### config.mk
export PLATFORM = sky130hd
export DESIGN_NAME = shift_sequencer
export DESIGN_NICKNAME = d
export VERILOG_FILES = /design/src/rtl/shift_sequencer.sv
export SDC_FILE = /design/constraint.sdc
export NUM_CORES = 1
export LEC_CHECK = 0
export CAP_MARGIN = 0
export CORE_MARGIN = 4
export CORE_UTILIZATION = 48
export CTS_CLUSTER_DIAMETER = 120
export DETAILED_ROUTE_END_ITERATION = 6
export GPL_TIMING_DRIVEN = 0
export PLACE_DENSITY = 0.87
export SETUP_SLACK_MARGIN = 0.3
export SYNTH_ARGS = -nofsm -noshare
export SYNTH_HDL_FRONTEND = slang
export SYNTH_SLANG_ARGS = --single-unit
### constraint.sdc
create_clock -name clk -period 2 [get_ports clk]
set_clock_uncertainty 0.05 [all_clocks]
set_input_delay 0.2 -clock clk [delete_from_list [all_inputs] [get_ports clk]]
set_output_delay 0.2 -clock clk [all_outputs]
set_load 0.005 [all_outputs]
### src/rtl/shift_sequencer.sv
// Shift-register sequencer: a parallel load, then left/right sweeps of a position
// pointer, with each step paced by a tick pulse.
module shift_sequencer #(
  parameter int N  = 8,
  parameter int PW = 3
) (
  input  logic          clk,
  input  logic          reset,
  input  logic          tick,
  input  logic          start,
  input  logic          stop,
  input  logic [N-1:0]  seed,
  input  logic [3:0]    sweeps,
  output logic [1:0]    ctrl,
  output logic [N-1:0]  data,
  output logic [PW-1:0] pos,
  output logic          busy,
  output logic          done
);

  typedef enum logic [1:0] {IDLE, LOAD, LEFT, RIGHT} state_t;

  localparam logic [1:0] C_HOLD  = 2'b00;
  localparam logic [1:0] C_RIGHT = 2'b01;
  localparam logic [1:0] C_LEFT  = 2'b10;
  localparam logic [1:0] C_LOAD  = 2'b11;

  localparam logic [PW-1:0] POS_MAX = PW'(N-1);

  state_t        state, state_n;
  logic [PW-1:0] pos_n;
  logic [3:0]    cnt, cnt_n, target, target_n;
  logic [N-1:0]  data_n;
  logic          done_n;

  always_ff @(posedge clk) begin
    if (reset) begin
      state  <= IDLE;
      pos    <= '0;
      cnt    <= '0;
      target <= '0;
      data   <= '0;
      done   <= 1'b0;
    end else begin
      state  <= state_n;
      pos    <= pos_n;
      cnt    <= cnt_n;
      target <= target_n;
      data   <= data_n;
      done   <= done_n;
    end
  end

  always_comb begin
    state_n  = state;
    pos_n    = pos;
    cnt_n    = cnt;
    target_n = target;
    data_n   = data;
    done_n   = 1'b0;
    case (state)
      IDLE: begin
        // Acceptance ignores tick, so a coincident tick never reaches the load.
        if (start && !stop) begin
          state_n  = LOAD;
          data_n   = seed;
          target_n = sweeps;
          cnt_n    = '0;
        end
      end
      LOAD: begin
        if (tick) begin
          pos_n   = '0;
          state_n = LEFT;
        end
      end
      LEFT: begin
        if (tick) begin
          pos_n = pos + 1'b1;
          if (pos_n == POS_MAX) state_n = RIGHT;
        end
      end
      RIGHT: begin
        if (tick) begin
          pos_n = pos - 1'b1;
          if (pos_n == '0) begin
            cnt_n = cnt + 4'd1;
            // A target of zero never matches, so the count just wraps.
            if (target != 4'd0 && cnt_n == target) begin
              state_n = IDLE;
              done_n  = 1'b1;
            end else begin
              state_n = LEFT;
            end
          end
        end
      end
      default: state_n = IDLE;
    endcase
    if (stop && state != IDLE) begin
      state_n = IDLE;
      done_n  = 1'b0;
    end
  end

  always_comb begin
    ctrl = C_HOLD;
    if (tick && !stop && !reset) begin
      case (state)
        LOAD:    ctrl = C_LOAD;
        LEFT:    ctrl = C_LEFT;
        RIGHT:   ctrl = C_RIGHT;
        default: ctrl = C_HOLD;
      endcase
    end
  end

  assign busy = (state != IDLE);

endmodule
==> key figures <==
Routing
  • Routed Antenna Nets: 0
  • Wire per inst: 14.9 um
  • Routed wire length: 3110 um
  • DRT iter0 DRCs: 35
  • Avg Vias per Cell: 5.38
  • DRC Markers: 0
  • Via count: 1,125
  • Drt pass-1 iters: 3

Final layout
  • Area Growth Syn to Fin: 52.8%
  • Post-route insts no fill: 209
  • Most frequent cells in the layout: clkdlybuf4s50_1 (28), dfxtp_1 (18), nor2_1 (16), mux2i_1 (13), buf_4 (11)
  • Nets: 207
  • Share of cells above drive strength 1: 0.291
  • Antenna diodes: 0
  • Commonest non-fill, non-tap cell in the layout: clkdlybuf4s50_1
  • Fill cell count: 163

Logic synthesis
  • Post-synth EDFFs: 0
  • Syn Area/Cell: 9.51 sq um
  • Cell count after synthesis: 132
  • Most used DFF post-synth: dfxtp_1
  • Sequential fraction of the synthesis area: 0.351
  • Flops & latches, synth: 22
  • Synthesized area: 1250 sq um
  • Ys Warns: 0
  • Netlist cell types: 43
  • Synth Net Count: 158
  • Async S/R FF share, synth: 0

Flow run
  • Max-cap violations: 0

STA
  • Max Freq: 0.575 GHz
  • Final Max Tran Viols: 0
  • Finish-stage setup viols: 0
  • RSZ-0062 raised after global routing: true
  • Sum Neg Setup Slack: 0 ps
  • Max-Slew Margin vs Limit: 0.729
  • Worst slew pin tran: 406 ps
  • Final hold violation count: 0
  • Final period utilization: 0.869
  • Tmin final: 1740 ps

Power
  • VDD IR-drop max: 0.588 mV
  • Power, Total: 0.00156 W
  • LEAKAGE: 0.807 nW
  • Power Dens Cells: 814 nW/um^2

CTS
  • CTS tree: built
  • CTS Hold Bufs: 0
  • Worst-path clk slew: 120 ps
  • Clock buffer depth: 2
  • Root Buffer: clkbuf_4
  • # H-tree levels: 1
  • Clk_lat worst skew: 300 ps
  • TritonCTS Buffers: 3
  • TritonCTS Sinks: 22

Floorplanning
  • Die Height: 59.1 um
  • FP Rows: 18
  • Die width: 59.1 um
  • IO Pins: 32
  • Die footprint: 3500 sq um
  • Core ar.: 2480 sq um
  • Initial Util: 0.507

Setup path
  • Critical path's top delay family: simple AND/OR/NAND/NOR gates
  • Worst path slowest cell: or4_1
  • Worst path bufs/invs: 3
  • WP depth: 7
  • Crit Path Category: flop to flop
  • R2R depth: 7
  • CP Capture Type: flop
  • Max incr delay on CP: 520 ps
  • Crit-path cells: inv_4, ha_4, buf_6, buf_6, a21boi_2, or4_1, nand3_1
  • Crit-path most repeated cell: buf_6
  • CP Data Required Time: 2190 ps
  • Startpoint types: flop
  • Critical path peak fanout: 7
  • Critical Path AT: 1930 ps

Global routing
  • Total global-route track usage: 0.172
  • Global-route wire length before repair: 4660 um
  • GR Overflow Total: 0
  • Largest net degree at the start of global routing: 12
  • Vias in the first global route: 1,137
  • Initial antenna violation count: 0

Status
  • Status: completed

Placed design
  • Number of buffer cells added on primary ports: 31
  • Placer Congestion: 0.855
  • DP Wirelength: 2120 um
  • Placed Cells: 193

Worst hold path
  • Cell count of the worst hold path: 3
  • Hold Crit Class: input port to flop
-- what timing repair did --
item,in CTS,in global routing
cloned,0,0
setup endpoints to repair,20,21
pin swaps,10,10
buffers inserted,9,4
gates resized for setup,29,27
-- final cells by class --
class	count	area [sq um]	area share
Clock buffer	3	22.5	0.0117
Sequential cell	22	450	0.235
Timing Repair Buffer	44	413	0.215
Multi-Input combinational cell	93	891	0.464
Buffer	6	57.6	0.0300
Tap cell	30	37.5	0.0196
Inverter	11	46.3	0.0241
-- cell families after synthesis --
| kind of cell | after synthesis | share of synthesized area |
|---|---|---|
| XOR/XNOR | 8 | 0.0668 |
| flip-flops | 22 | 0.351 |
| multiplexers | 13 | 0.104 |
| AND/OR/NAND/NOR | 43 | 0.198 |
| adder cells (fa/ha/maj) | 9 | 0.0897 |
| buffers and inverters | 17 | 0.0638 |
| AO/OA/AOI/OAI | 20 | 0.127 |
-- through the flow --
step | util | hold slack, ps | worst slack [ps] | cell area, sq um
final | 0.774 | 431 | 261 | 1920
after global placement | 0.649 | 423 | -148 | 1610
after CTS | 0.722 | 432 | 231 | 1790
after floorplan | - | 294 | 306 | 1260
after detailed placement | 0.649 | 445 | -157 | 1610
after global routing | 0.774 | 443 | 168 | 1920
-- cell usage after synthesis (3+ instances only) --
library cell	number	area share
dfxtp_1	22	0.35
xnor2_1	5	0.035
ha_1	9	0.090
clkbuf_1	3	0.0090
nor2_1	17	0.051
inv_1	11	0.033
nand2b_1	5	0.025
mux2i_1	13	0.10
-- worst min-delay path: cells and delay by family --
family | cells | cell delay [ps]
and+or+nand+nor | 1 | 50
buffers and inverters | 1 | 390
muxes | 1 | 120
-- power by group --
| group | internal (W) | total [W] | switching [W] |
|---|---|---|---|
| clock | 0.0000703 | 0.000197 | 0.000127 |
| combinational | 0.000458 | 0.000819 | 0.000361 |
| sequential | 0.000493 | 0.000545 | 0.0000517 |
-- worst paths after layout --
path         startpoint  endpoint  slack (ps)
max            state[0]  state[1]         260
min             seed[6]   data[6]         430
max reg2reg    state[0]  state[1]         260
min reg2reg      cnt[1]    cnt[1]         460
-- registers in the layout (all words and copies together), names as in the netlist --
signal  count
data        8
cnt         4
target      4
pos         3
state       2
done        1
-- layer usage --
metal / wire length (um) / global-route usage / share of wire
met1: 1280 / 0.189 / 0.41
met2: 1610 / 0.315 / 0.52
met3: 176 / 0.0370 / 0.057
met4: 41 / 0.0744 / 0.013
met5: 0 / 0 / 0
No activity file was read; power rests on OpenSTA's default activity.
